`src/rtl/rk_spi_master.sv`:
```
// rk_spi_master: byte-wide SPI master on the CPU bus.
// Four registers: DATA, CTRL/STATUS, CS and DIV. The clock divider and the
// chip-select count are parameters.
// Optional feature macro: SPI_MODE_SEL_EN. When it is defined, CPOL and CPHA
// are writable and all four SPI modes are available. When it is undefined,
// the block is fixed to mode 0.
module rk_spi_master #(
  parameter int         CS_COUNT  = 1,
  parameter int         DIV_WIDTH = 8,
  parameter logic [7:0] DIV_RESET = 8'd63
) (
  input  logic                clk,
  input  logic                reset_n,
  input  logic [1:0]          iaddr,
  input  logic [7:0]          idata,
  input  logic                iwe_n,
  input  logic                ird_n,
  output logic [7:0]          odata,
  output logic                sclk,
  output logic                mosi,
  input  logic                miso,
  output logic [CS_COUNT-1:0] cs_n,
  output logic                busy,
  output logic                irq
);

  typedef enum logic {S_IDLE, S_SHIFT} state_t;

  state_t                 r_state, w_state_nxt;
  logic                   r_we_d, r_rd_d;
  logic [DIV_WIDTH-1:0]   r_tmr, r_div;
  logic [3:0]             r_half;
  logic [7:0]             r_txsh, r_rxsh, r_rx;
  logic                   r_mosi, r_sclk, r_done, r_ovr;
  logic [CS_COUNT-1:0]    r_cs;
  logic                   w_cpol, w_cpha;
  logic                   w_wr, w_rd, w_idle, w_start;
  logic                   w_wr_data, w_wr_ctrl, w_wr_cs, w_wr_div;
  logic                   w_half_end, w_last, w_lead, w_trail;
  logic                   w_sample, w_shift;
  logic [7:0]             w_rx_nxt, w_cs8, w_div8;

  // An access acts only on the first cycle its strobe is seen low.
  assign w_wr      = ~iwe_n & r_we_d;
  assign w_rd      = ~ird_n & r_rd_d;
  assign w_wr_data = w_wr & (iaddr == 2'd0);
  assign w_wr_ctrl = w_wr & (iaddr == 2'd1);
  assign w_wr_cs   = w_wr & (iaddr == 2'd2);
  assign w_wr_div  = w_wr & (iaddr == 2'd3);
  assign w_idle    = (r_state == S_IDLE);
  assign w_start   = w_wr_data & w_idle;

  // A half period ends when the timer reaches 0. Even indices are the leading edge.
  assign w_half_end = (r_state == S_SHIFT) && (r_tmr == '0);
  assign w_last     = w_half_end && (r_half == 4'd15);
  assign w_lead     = w_half_end & ~r_half[0];
  assign w_trail    = w_half_end &  r_half[0];

`ifdef SPI_MODE_SEL_EN
  logic r_cpol, r_cpha;

  // Mode bits load only between transfers.
  always_ff @(posedge clk or negedge reset_n) begin
    if (!reset_n) begin
      r_cpol <= 1'b0;
      r_cpha <= 1'b0;
    end else if (w_wr_ctrl && w_idle) begin
      r_cpha <= idata[1];
      r_cpol <= idata[0];
    end
  end

  assign w_cpol   = r_cpol;
  assign w_cpha   = r_cpha;
  assign w_sample = r_cpha ? w_trail : w_lead;
  // In mode 0 the first bit is preloaded at start, so the final trailing edge must not shift.
  assign w_shift  = r_cpha ? w_lead : (w_trail & ~w_last);
`else
  assign w_cpol   = 1'b0;
  assign w_cpha   = 1'b0;
  assign w_sample = w_lead;
  assign w_shift  = w_trail & ~w_last;
`endif

  // The receive byte includes the bit sampled on the final edge.
  assign w_rx_nxt = w_sample ? {r_rxsh[6:0], miso} : r_rxsh;

  // Strobe history for edge detection.
  always_ff @(posedge clk or negedge reset_n) begin
    if (!reset_n) begin
      r_we_d <= 1'b1;
      r_rd_d <= 1'b1;
    end else begin
      r_we_d <= iwe_n;
      r_rd_d <= ird_n;
    end
  end

  // State register.
  always_ff @(posedge clk or negedge reset_n) begin
    if (!reset_n) r_state <= S_IDLE;
    else          r_state <= w_state_nxt;
  end

  // Next state: a DATA write starts a transfer, and the 16th half period ends it.
  always_comb begin
    w_state_nxt = r_state;
    case (r_state)
      S_IDLE:  if (w_start) w_state_nxt = S_SHIFT;
      S_SHIFT: if (w_last)  w_state_nxt = S_IDLE;
      default: w_state_nxt = S_IDLE;
    endcase
  end

  // Half-period timer counts DIV..0 and steps the half index on reload.
  always_ff @(posedge clk or negedge reset_n) begin
    if (!reset_n) begin
      r_tmr  <= '0;
      r_half <= '0;
    end else if (w_start) begin
      r_tmr  <= r_div;
      r_half <= '0;
    end else if (r_state == S_SHIFT) begin
      if (r_tmr == '0) begin
        r_tmr  <= r_div;
        r_half <= r_half + 4'd1;
      end else begin
        r_tmr  <= r_tmr - 1'b1;
      end
    end
  end

  // Shift registers and SPI pins.
  // In mode 0, MSB goes out at start and the shifter keeps the remaining bits.
  always_ff @(posedge clk or negedge reset_n) begin
    if (!reset_n) begin
      r_txsh <= '0;
      r_rxsh <= '0;
      r_rx   <= 8'hFF;
      r_mosi <= 1'b1;
      r_sclk <= 1'b0;
    end else begin
      r_rxsh <= w_rx_nxt;
      if (w_start) begin
        if (w_cpha) begin
          r_txsh <= idata;
        end else begin
          r_txsh <= {idata[6:0], 1'b0};
          r_mosi <= idata[7];
        end
      end else if (w_shift) begin
        r_mosi <= r_txsh[7];
        r_txsh <= {r_txsh[6:0], 1'b0};
      end
      if (w_last) r_rx <= w_rx_nxt;
      if (w_half_end)  r_sclk <= ~r_sclk;
      else if (w_idle) r_sclk <= w_cpol;
    end
  end

  // DONE and OVR flags. When a set and a clear coincide, the set wins.
  always_ff @(posedge clk or negedge reset_n) begin
    if (!reset_n) begin
      r_done <= 1'b0;
      r_ovr  <= 1'b0;
    end else begin
      if (w_last)
        r_done <= 1'b1;
      else if (w_start || (w_wr_ctrl && idata[6]) || (w_rd && iaddr == 2'd0))
        r_done <= 1'b0;
      if (w_wr_data && !w_idle)
        r_ovr <= 1'b1;
      else if (w_wr_ctrl && idata[6])
        r_ovr <= 1'b0;
    end
  end

  // CS can be written at any time. DIV is frozen during a transfer.
  always_ff @(posedge clk or negedge reset_n) begin
    if (!reset_n) begin
      r_cs  <= '0;
      r_div <= DIV_RESET[DIV_WIDTH-1:0];
    end else begin
      if (w_wr_cs)             r_cs  <= idata[CS_COUNT-1:0];
      if (w_wr_div && w_idle)  r_div <= idata[DIV_WIDTH-1:0];
    end
  end

  // Register read mux. It is combinational from iaddr, and unused upper bits read 0.
  always_comb begin
    w_cs8                 = '0;
    w_cs8[CS_COUNT-1:0]   = r_cs;
    w_div8                = '0;
    w_div8[DIV_WIDTH-1:0] = r_div;
    case (iaddr)
      2'd0:    odata = r_rx;
      2'd1:    odata = {~w_idle, r_ovr, r_done, 3'b000, w_cpha, w_cpol};
      2'd2:    odata = w_cs8;
      default: odata = w_div8;
    endcase
  end

  assign sclk = r_sclk;
  assign mosi = r_mosi;
  assign cs_n = ~r_cs;
  assign busy = ~w_idle;
  assign irq  = r_done;

endmodule

```
`config.mk`:
```
export PLATFORM = sky130hd
export DESIGN_NAME = rk_spi_master
export DESIGN_NICKNAME = d
export VERILOG_FILES = /design/src/rtl/rk_spi_master.sv
export SDC_FILE = /design/constraint.sdc
export NUM_CORES = 1
export LEC_CHECK = 0
export ABC_AREA = 1
export CORE_ASPECT_RATIO = 0.5
export CORE_MARGIN = 2
export CORE_UTILIZATION = 51
export DETAILED_ROUTE_END_ITERATION = 10
export GPL_ROUTABILITY_DRIVEN = 0
export PLACE_DENSITY_LB_ADDON = 0.2
export SYNTH_ARGS = -nofsm -noshare
export SYNTH_HDL_FRONTEND = slang
export SYNTH_SLANG_ARGS = --single-unit
```
`constraint.sdc`:
```
create_clock -name clk -period 1.4 [get_ports clk]
set_input_delay 0.14 -clock clk [delete_from_list [all_inputs] [get_ports clk]]
set_output_delay 0.14 -clock clk [all_outputs]
set_load 0.02 [all_outputs]
```
# Yosys cells after proc, flatten, opt, wreduce, memory -nomap -nowiden
# Index checks and enable logic that the tools add are counted.
word_totals:
  regBits: 52
  latchBits: 0
  ramBits: 0
  mem_bits_ro: 0
  input_bits: 15
  output_inout_bits: 13
  word_cells: 75
  memories: 0
classes:
  n_addsub: 2
  multipliers: 0
  div_mod_pow: 0
  order_cmp: 0
  eq_ne: 5
  n_shift: 0
  n_mux: 21
  n_bitwise: 17
  n_reduce_logical: 16
op_table:
  columns: ["op", "n"]
  rows:
  - ["two-way mux 8 bit", 6]
  - ["case mux 8 bit (3 select lines)", 1]
  - ["two-way mux 4 bit", 3]
  - ["AND 1 bit", 10]
  - ["two-way mux 1 bit", 10]
  - ["nonzero test 2 bit", 5]
  - ["zero test 8 bit", 1]
  - ["subtractor 8 x 1 -> 8 bit (second input constant)", 1]
  - ["inverter 1 bit", 7]
  - ["logical AND 1 bit", 6]
  - ["adder 4 x 1 -> 4 bit (second input constant)", 1]
  - ["== test 2 bit (second input constant)", 2]
  - ["== test 4 bit (second input constant)", 1]
  - ["== test 2 x 1 -> 1 bit (second input constant)", 1]
  - ["zero test 2 bit", 1]
  - ["logical OR 1 bit", 2]
  - ["!= test 2 x 1 -> 1 bit (second input constant)", 1]
  - ["case mux 1 bit (2 select lines)", 1]
  - ["AND reduction 2 bit", 1]

# Longest topological paths before layout
# Gate-level depths: netlist of run 1.
logic_depth:
  ltp_word: 8
  ltp_mapped: 9
  mapped_depth_nobuf: 9

# Least setup slack after synthesis of run 1
# Ideal clock, no wire load.
synth_timing:
  kind: "register to register"
  start: "reg r_tmr[0]"
  end: "reg r_state (netlist: busy)"
  arrival_time_ns: 1.375
  required_ns: 1.288
  path_slack_ns: -0.088
  path_stages_with_launch: 10
  path_cell_list: "dfrtp_1 inv_1 ha_1 nand2_1 nor2_8 nand2_4 nor2_8 inv_2 nand2_1 inv_2"
synth_between:
  elab_chain_cells: 5
synth_rtl:
  columns: ["item", "line", "text"]
  rows:
  - ["start, declared", "31", "logic [DIV_WIDTH-1:0] r_tmr, r_div;"]
  - ["start signal, assigned", "121", "r_tmr <= r_div;"]
  - ["start signal, assigned", "125", "r_tmr <= r_div;"]
  - ["start signal, assigned", "128", "r_tmr <= r_tmr - 1'b1;"]
  - ["zero test 8 bit", "54", "assign w_half_end = (r_state == S_SHIFT) && (r_tmr == '0);"]
  - ["logical AND 1 bit", "54", null]
  - ["logical AND 1 bit", "55", "assign w_last = w_half_end && (r_half == 4'd15);"]
  - ["two-way mux 1 bit", "110", "S_SHIFT: if (w_last) w_state_nxt = S_IDLE;"]
  - ["case mux 1 bit (2 select lines)", "108", "case (r_state)"]
  - ["via w_state_nxt", "29", "state_t r_state, w_state_nxt;"]
  - ["end signal, assigned", "102", "else r_state <= w_state_nxt;"]
  - ["end, declared", "29", null]
# The timed path passes the listed nets, and every way through them passes these cells.
# A chain may end at the register's enable or synchronous reset.

# Final worst setup path of run 1
layout_timing:
  start: "reg r_tmr[0]"
  end: "reg r_rx[3]"
layout_between:
  elab_chain_cells: 4
  elab_cells_between_ends: 5
layout_rtl:
  columns: ["item", "line", "text"]
  rows:
  - ["zero test 8 bit *", "54", null]
  - ["logical AND 1 bit *", "54", null]
  - ["AND 1 bit", "56", "assign w_lead = w_half_end & ~r_half[0];"]
  - ["two-way mux 8 bit", "86", "assign w_rx_nxt = w_sample ? {r_rxsh[6:0], miso} : r_rxsh;"]
  - ["end signal, assigned", "155", "if (w_last) r_rx <= w_rx_nxt;"]
  - ["end, declared", "33", "logic [7:0] r_txsh, r_rxsh, r_rx;"]
# Every way passes the cells marked *; elsewhere a longest branch is shown, timed or not.

==> results of run 1 <==
==> repair_timing <==
item / in CTS / in global routing
cloned: 1 / 2
buffers inserted: 5 / 2
pin swaps: 7 / 13
setup endpoints to repair: 49 / 49
hold buffers: 1 / 0
hold endpoints to repair: 34 / 0
gates resized for setup: 64 / 43
==> state kept, by name, summed over array words and instances, names as in the netlist <==
| register | cells |
|---|---|
| busy | 1 |
| irq | 1 |
| mosi | 1 |
| r_cs | 1 |
| r_div | 8 |
| r_half | 4 |
| r_ovr | 1 |
| r_rd_d | 1 |
| r_rx | 8 |
| r_rxsh | 8 |
| r_tmr | 8 |
| r_txsh | 7 |
| r_we_d | 1 |
| sclk | 1 |
==> cells in the mapped netlist (3+ instances only) <==
library cell	count
nand2_1	114
inv_1	39
nand3_1	39
dfrtp_1	34
dfstp_2	17
o21ai_0	15
nand4_1	10
o21ai_1	10
and2_1	8
nor2_1	6
buf_2	5
inv_2	5
nor2_2	5
nand2_2	4
ha_1	3
==> worst reg2reg max path, delay by kind of cell, from the launching register on <==
kind | cells | cell delay [ps]
AND/OR/NAND/NOR | 6 | 720
adder cells (fa/ha/maj) | 1 | 140
buffers and inverters | 2 | 170
flip-flops | 1 | 400
==> where the power goes <==
group / leakage [nW] / total [mW] / switching (mW) / internal [mW]
combinational: 1.19 / 2.79 / 1.50 / 1.29
sequential: 0.606 / 2.24 / 0.264 / 1.98
clock: 0.0412 / 0.827 / 0.477 / 0.350
total: 1.83 / 5.86 / 2.24 / 3.62
==> through the flow <==
stage | setup TNS, ps | area, um2 | std cells
after floorplan | -5.41 | 2680 | 335
after global placement | -9260 | 3320 | 467
after global routing | -5430 | 3610 | 484
final | -2100 | 3610 | 484
after CTS | -1450 | 3480 | 481
after detailed placement | -10360 | 3320 | 467
==> metal layers <==
| layer | share of wire | wire length (um) | GRT usage | vias to the layer above |
|---|---|---|---|---|
| li1 | - | - | - | 1236 |
| met5 | 0 | 0 | 0 | - |
| met4 | 0.0097 | 63 | 0.0746 | 0 |
| met2 | 0.47 | 3060 | 0.409 | 63 |
| met1 | 0.47 | 3030 | 0.296 | 1157 |
| met3 | 0.051 | 329 | 0.0433 | 10 |
==> cells by family after synthesis <==
kind of cell    after synthesis  share of synthesized area
xor+xnor                      4                     0.0131
buf+inv                      52                     0.0782
compound gates               32                     0.0665
simple gates                193                      0.342
flops                        51                      0.486
fa+ha+maj                     3                     0.0141
==> worst max-delay path by stage <==
stage             start   endpoint  slack, ps  cells after the start
2_1_floorplan  r_tmr[3]       busy         -5                      8
3_3_place_gp   iaddr[0]   odata[7]       -480                      6
3_5_place_dp   iaddr[0]   odata[7]       -550                      6
4_1_cts        r_tmr[4]    r_rx[3]        -80                      8
5_1_grt        r_tmr[0]  r_rxsh[6]       -170                      7
6_report       r_tmr[0]    r_rx[3]        -90                      9
==> final cells by class <==
cell class / instances / area (um2) / area share
Clock buffer: 6 / 72.6 / 0.0201
Inverter: 45 / 171 / 0.0475
Sequential cell: 51 / 1300 / 0.359
Clock inverter: 2 / 12.5 / 0.00346
Tap cell: 70 / 87.6 / 0.0242
Timing Repair Buffer: 76 / 637 / 0.176
Multi-Input combinational cell: 234 / 1330 / 0.369
==> flow_summary_export.csv, run 1 <==
group,metric,value,unit
route,wirelength,6490,um
cells_and_area,diodes,0,
power_and_ir_drop,total_power,5.86,mW
sta,hold_viol,0,
hold_path,min_to,"r_rd_d",
worst_setup_path,crit_family,"simple AND/OR/NAND/NOR gates",
worst_setup_path,required,1640,ps
global_routing,grt_usage,0.230,
cells_and_area,area_growth,35.2,%
sta,final.setup.worst_slack,-92.7,ps
outcome,status,"complete, but fails checks",
worst_setup_path,cpPeakStageDelay,400,ps
sta,setup_viol,37,
route,wl_per_cell,13.4,um
global_routing,grt_pass1_wl,10300,um
global_routing,grt_pass1_vias,2258,
worst_setup_path,ff2ff_setup_slack,-90,ps
route,num_vias,2466,
cts,path_clk_slew,90,ps
sta,relSlewSlack,0.765,
sta,slew_viol_final,0,
floorplanning,initial_core_util,0.537,
worst_setup_path,path_cells,"inv_2, ha_4, nand2_4, nor2_8, nand2_4, nor2_8, inv_4, nand2_1, nand2_1",
cells_and_area,fin_util,0.726,
worst_setup_path,startpoint_type,"register",
sta,finalCritPeriodShare,1.07,
cells_and_area,drive_gt1_frac,0.338,
cells_and_area,num-nets-final,431,
synth,synth_edf_count,0,
sta,fmax,0.670,GHz
synth,synthFlopType,"dfrtp_1",
power_and_ir_drop,irDropWorstVdd,835,uV
run,drv_cap,0,
cts,cts.sinks,51,
cts,numCtsBuffers,5,
cts,htreeDepth,2,
global_routing,antenna_found_initial,0,
synth,ys_top_cells_by_area,"dfrtp_1 32%, dfstp_2 17%, nand2_1 16%",
synth,async_flop_share,1.00,
cts,cts_tree,"yes",
cells_and_area,final_common_cell,"nand2_1",
synth,yosysSeqAreaShare,0.486,
cts,clk_latency,310,ps
hold_path,hold_class,"in2reg",
cells_and_area,mostFrequentLayoutCells,"100 x nand2_1, 46 x buf_4, 37 x nand3_1, 34 x dfrtp_1, 33 x inv_1",
floorplanning,dieArea,5870,um2
sta,worst_slew_pin_slew,352,ps
placed_design,dpl.hpwl,4460,um
synth,synth_top_cell_area_share,0.319,
global_routing,overflow,0,
synth,ys_types,30,
worst_setup_path,crit_slowest_cell,"dfrtp_1",
route,drcViolationCount,0,
route,via_per_inst,5.10,
sta,min_period,1490,ps
cts,cts_buffer_depth,2,
placed_design,preCtsSetupSlack,-554,ps
worst_setup_path,worst-r2r-cell-count,9,
synth,yosys.area.top_type,"dfrtp_1",
synth,ys_warn_count,0,
hold_path,holdCritStartpoint,"ird_n",
floorplanning,num_io_pins,28,
worst_setup_path,crit_path_max_fanout,10,
sta,rsz0062_at_grt,"yes",
sta,hold_ws,285,ps
worst_setup_path,path_class,"reg2reg",
hold_path,min_path_cells,1,
outcome,failed_checks,"negative setup slack",
synth,avgSynthCellArea,7.97,um2
floorplanning,coreArea,4980,um2
route,first_pass_iters,4,
synth,synth_seq_cells,51,
synth,synth_cells,335,
power_and_ir_drop,leakage,1.83,nW
synth,syn-num-nets,353,
floorplanning,die_h,55.2,um
worst_setup_path,crit_buf_inv,2,
worst_setup_path,r2r-end,"r_rx[3]",
worst_setup_path,crit_arrival,1730,ps
sta,skew,8.82,ps
cts,cts-root-buf,"clkbuf_8",
route,drtAntennaViolNets,0,
worst_setup_path,reg2reg_from,"r_tmr[0]",
placed_design,port-buffer-count,27,
synth,syn-cell-area,2670,um2
floorplanning,fp.dieW,106,um
cells_and_area,fillers,375,
global_routing,grt_max_degree,52,
worst_setup_path,crit_path_end_kind,"register",
floorplanning,fp-row-count,18,
power_and_ir_drop,power_per_cell_area,1620,nW/um2
route,drtIter0Drc,164,
(Power assumes the default switching activity.)
==> run 2, diff against run 1 <==
- CORE_UTILIZATION: 51 -> 53
- CTS_BUF_LIST: default -> sky130_fd_sc_hd__clkbuf_4
==> flow_summary_export.csv, run 2 (synthesis gave the netlist of run 1 again) <==
group,metric,value,unit
outcome,status,"complete, but fails checks",
outcome,failed_checks,"negative setup slack",
sta,slew_viol_final,0,
cells_and_area,drive_gt1_frac,0.453,
route,wirelength,8280,um
worst_setup_path,crit_arrival,1890,ps
floorplanning,fp.dieW,104,um
cts,cts_buffer_depth,2,
cts,cts-root-buf,"clkbuf_4",
route,drtAntennaViolNets,0,
cells_and_area,design_area,3980,um2
route,first_pass_iters,4,
floorplanning,fp-row-count,18,
worst_setup_path,cp-startpoint,"r_tmr[5]",
cells_and_area,num-nets-final,447,
sta,finalCritPeriodShare,1.10,
worst_setup_path,path_class,"reg2reg",
cells_and_area,diodes,0,
floorplanning,coreArea,4890,um2
route,num_vias,2708,
cts,clk_latency,390,ps
route,wl_per_cell,16.6,um
worst_setup_path,crit_family,"simple AND/OR/NAND/NOR gates",
worst_setup_path,crit_top_cell,"nor2_8",
placed_design,port-buffer-count,27,
sta,min_period,1540,ps
placed_design,preCtsSetupSlack,-521,ps
floorplanning,num_io_pins,28,
cells_and_area,fillers,288,
sta,hold_viol,0,
worst_setup_path,crit_slowest_cell,"dfrtp_1",
worst_setup_path,cpPeakStageDelay,440,ps
global_routing,grt_usage,0.267,
sta,worst_slew_pin_slew,359,ps
run,drv_cap,0,
worst_setup_path,reg2reg_from,"r_tmr[5]",
cells_and_area,final_common_cell,"nand2_1",
cts,htreeDepth,2,
global_routing,overflow,0,
placed_design,placed_cell_area,3320,um2
power_and_ir_drop,power_per_cell_area,1610,nW/um2
cts,cts_tree,"yes",
hold_path,holdCritStartpoint,"ird_n",
placed_design,dpl.hpwl,4420,um
worst_setup_path,crit_path_max_fanout,7,
route,drtIter0Drc,175,
cells_and_area,area_growth,48.8,%
global_routing,antenna_found_initial,0,
sta,skew,24.9,ps
hold_path,hold_class,"in2reg",
worst_setup_path,startpoint_type,"register",
power_and_ir_drop,irDropWorstVdd,915,uV
power_and_ir_drop,total_power,6.39,mW
sta,rsz0062_at_grt,"yes",
placed_design,post-place-cells,467,
route,drcViolationCount,0,
cts,cts.sinks,51,
global_routing,grt_pass1_vias,2381,
worst_setup_path,crit_path_end_kind,"register",
sta,fmax,0.650,GHz
cells_and_area,fin_cells,500,
power_and_ir_drop,leakage,1.95,nW
worst_setup_path,crit_buf_inv,1,
floorplanning,die_h,54.2,um
worst_setup_path,path_cells,"nor2_4, nand2_4, nor2_8, nand2_8, nor2_8, buf_12, nand3_2, nand2_1",
worst_setup_path,required,1750,ps
route,via_per_inst,5.42,
cells_and_area,mostFrequentLayoutCells,"83 x nand2_1, 53 x buf_4, 33 x dfrtp_1, 31 x inv_1, 30 x nand2_2",
global_routing,grt_max_degree,52,
cts,numCtsBuffers,5,
sta,relSlewSlack,0.761,
sta,hold_ws,187,ps
sta,final.setup.worst_slack,-138,ps
floorplanning,dieArea,5660,um2
sta,setup_viol,47,
global_routing,grt_pass1_wl,11600,um
floorplanning,initial_core_util,0.547,
cts,path_clk_slew,170,ps
[run 2: per-stage QoR]
stage               setup TNS [ps]   util
global route                 -6480  0.813
global placement             -9370  0.680
finish                       -3170  0.813
CTS                          -2080  0.763
detailed placement          -10670  0.680
floorplan                    -5.41      -
[run 2: cell type report]
class,count,area [um2],share of cell area
inverters,45,185,0.0466
repair inverters,1,6.26,0.00157
flip-flops and latches,51,1300,0.327
repair buffers,90,803,0.202
clock buffers,5,37.5,0.00944
well taps,70,87.6,0.0220
multi-input cells,235,1510,0.381
clock inverters,3,43.8,0.0110
[run 2: worst paths after layout]
check,end,slack [ps],depth (start not counted)
setup / recovery,r_rx[1],-140,8
hold / removal,r_rd_d,190,1
setup reg to reg,r_rx[1],-140,8
hold reg to reg,r_div[3],490,2
max in group asynchronous,r_div[4],840,3
min in group asynchronous,r_rxsh[2],230,3
[run 2: where the power goes]
group | internal, mW | total [mW] | switching (mW)
combinational | 1.47 | 3.21 | 1.75
sequential | 1.98 | 2.30 | 0.317
clock | 0.377 | 0.886 | 0.509
[run 2: worst reg2reg max path, cell delays in order (launching register included)]
cell and delay [ps]:
dfrtp_1 440, nor2_4 140, nand2_4 90, nor2_8 250, nand2_8 110, nor2_8 190
buf_12 140, nand3_2 80, nand2_1 70
[run 2: timing repair]
item	in CTS	in global routing
gates resized for setup	122	53
setup endpoints to repair	50	54
pin swaps	37	18
gates cloned	4	1
endpoints found under the hold margin	51	0
setup buffers	12	11
hold buffers	1	0
[run 2: metal layers]
metal	wire length, um	global-route usage	vias up
met5	0	0	-
met4	72	0.0541	0
met3	447	0.0484	13
met2	4240	0.475	77
met1	3520	0.354	1342
li1	-	-	1276
==> run 3, diff against run 2 <==
- DONT_BUFFER_PORTS: default -> 1
==> flow_summary_export.csv, run 3 (synthesis gave the netlist of run 1 again) <==
group,metric,value,unit
outcome,status,"complete, but fails checks",
outcome,failed_checks,"negative setup slack",
floorplanning,coreArea,4890,um2
placed_design,preCtsSetupSlack,-107,ps
route,drtAntennaViolNets,0,
cells_and_area,fin_util,0.729,
cells_and_area,drive_gt1_frac,0.353,
cts,numCtsBuffers,5,
cts,path_clk_slew,160,ps
cells_and_area,mostFrequentLayoutCells,"100 x nand2_1, 37 x buf_4, 34 x dfrtp_1, 32 x inv_1, 31 x nand3_1",
route,wl_per_cell,14.4,um
route,drtIter0Drc,182,
global_routing,antenna_found_initial,0,
worst_setup_path,cpPeakStageDelay,420,ps
floorplanning,initial_core_util,0.547,
worst_setup_path,ff2ff_setup_slack,-190,ps
route,num_vias,2488,
power_and_ir_drop,irDropWorstVdd,872,uV
global_routing,grt_max_degree,52,
worst_setup_path,path_cells,"nor2_2, nand2_2, nor2_8, buf_4, nand4_2, nand3_1, nand2_1",
sta,fmax,0.630,GHz
placed_design,placed_cell_area,2980,um2
hold_path,min_path_cells,3,
worst_setup_path,startpoint_type,"register",
hold_path,min_to,"r_div[0]",
route,first_pass_iters,4,
power_and_ir_drop,leakage,1.78,nW
global_routing,grt_pass1_wl,10400,um
floorplanning,fp.dieW,104,um
cts,cts-root-buf,"clkbuf_4",
worst_setup_path,crit_arrival,1870,ps
power_and_ir_drop,power_per_cell_area,1600,nW/um2
sta,worst_slew_pin_slew,356,ps
global_routing,grt_pass1_vias,2222,
floorplanning,dieArea,5660,um2
sta,hold_ws,60.2,ps
sta,finalCritPeriodShare,1.13,
hold_path,holdCritStartpoint,"iaddr[0]",
sta,relSlewSlack,0.762,
route,top_layer,"met4",
sta,rsz0062_at_grt,"yes",
worst_setup_path,crit_path_end_kind,"register",
worst_setup_path,required,1680,ps
worst_setup_path,path_class,"reg2reg",
cells_and_area,final_common_cell,"nand2_1",
sta,final.setup.worst_slack,-188,ps
cells_and_area,num-nets-final,417,
global_routing,overflow,0,
cts,cts.sinks,51,
route,dr_wl_met2,3180,um
worst_setup_path,crit_slowest_cell,"dfrtp_1",
cells_and_area,fillers,365,
sta,fin_tns_setup,-4740,ps
power_and_ir_drop,total_power,5.70,mW
floorplanning,fp-row-count,18,
cells_and_area,area_growth,33.3,%
route,wl_met3,298,um
route,wl_met1,3190,um
floorplanning,die_h,54.2,um
sta,slew_viol_final,0,
sta,hold_viol,0,
cts,htreeDepth,2,
sta,setup_viol,42,
cells_and_area,design_area,3560,um2
route,via_per_inst,5.29,
worst_setup_path,r2r-end,"r_txsh[6]",
floorplanning,num_io_pins,28,
cts,cts_buffer_depth,2,
placed_design,dpl.hpwl,4280,um
cts,clk_latency,380,ps
cells_and_area,fin_cells,470,
sta,min_period,1590,ps
placed_design,port-buffer-count,0,
hold_path,hold_class,"in2reg",
cells_and_area,diodes,0,
worst_setup_path,reg2reg_from,"r_tmr[2]",
run,drv_cap,0,
route,wirelength,6750,um
worst_setup_path,worst-r2r-cell-count,7,
placed_design,post-place-cells,431,
cts,cts_tree,"yes",
route,drcViolationCount,0,
worst_setup_path,crit_path_max_fanout,7,
global_routing,grt_usage,0.241,
sta,skew,11.4,ps
## run 3: cell count changes in the layout (fill, tap and decap cells not counted), moves of 3 or more
cell             previous run  this run
buf_4                      53        37
clkinv_4                    3         0
clkdlybuf4s50_1            11         0
nand2_2                    30        15
dlygate4sd2_1               5         0
buf_12                      4         0
nand3_2                    11         8
o21ai_2                    10         5
buf_6                      13        10
dlygate4sd3_1               1        13
nand3_1                    27        31
o21ai_1                     5        11
nand2_1                    83       100
## run 3: worst max-delay path by stage
stage,slack (ps),from,end,cells past startpoint
5_1_grt,-240,r_tmr[2],r_txsh[2],7
4_1_cts,-100,r_div[5],odata[5],3
2_1_floorplan,-5,r_tmr[3],busy,8
3_3_place_gp,-60,r_tmr[1],r_rx[1],9
3_5_place_dp,-110,r_tmr[1],r_rxsh[4],7
6_report,-190,r_tmr[2],r_txsh[6],7
## run 3: metal layers
metal  global-route usage  vias to the layer above
met4               0.0698                        0
li1                     -                     1210
met3               0.0472                        9
met2                0.406                       55
met5                    0                        -
met1                0.325                     1214
## run 3: timing repair
action	in CTS	in global routing
pin swaps	17	23
gates resized for setup	24	45
gates cloned	2	1
setup buffers	5	10
setup endpoints to repair	46	47
hold buffers	14	0
hold endpoints to repair	66	0
## run 3: report_power, final
part	leakage, nW	switching (mW)	total (mW)	internal [mW]
clock	0.0272	0.493	0.686	0.193
combinational	1.14	1.52	2.75	1.23
sequential	0.606	0.285	2.26	1.98
total	1.78	2.30	5.70	3.40
## run 3: cell type report
class / count / area [um2] / area share
Multi-Input combinational cell: 234 / 1390 / 0.390
Tap cell: 70 / 87.6 / 0.0246
Timing Repair Buffer: 61 / 548 / 0.154
Inverter: 45 / 174 / 0.0488
Timing Repair inverter: 1 / 6.26 / 0.00176
Clock inverter: 3 / 20.0 / 0.00562
Clock buffer: 5 / 37.5 / 0.0105
Sequential cell: 51 / 1300 / 0.364
## run 3: critical path, delay by kind of cell (launching register included)
family                 cells  cell delay [ps]
and+or+nand+nor            6              920
DFF                        1              420
buffers and inverters      1              170
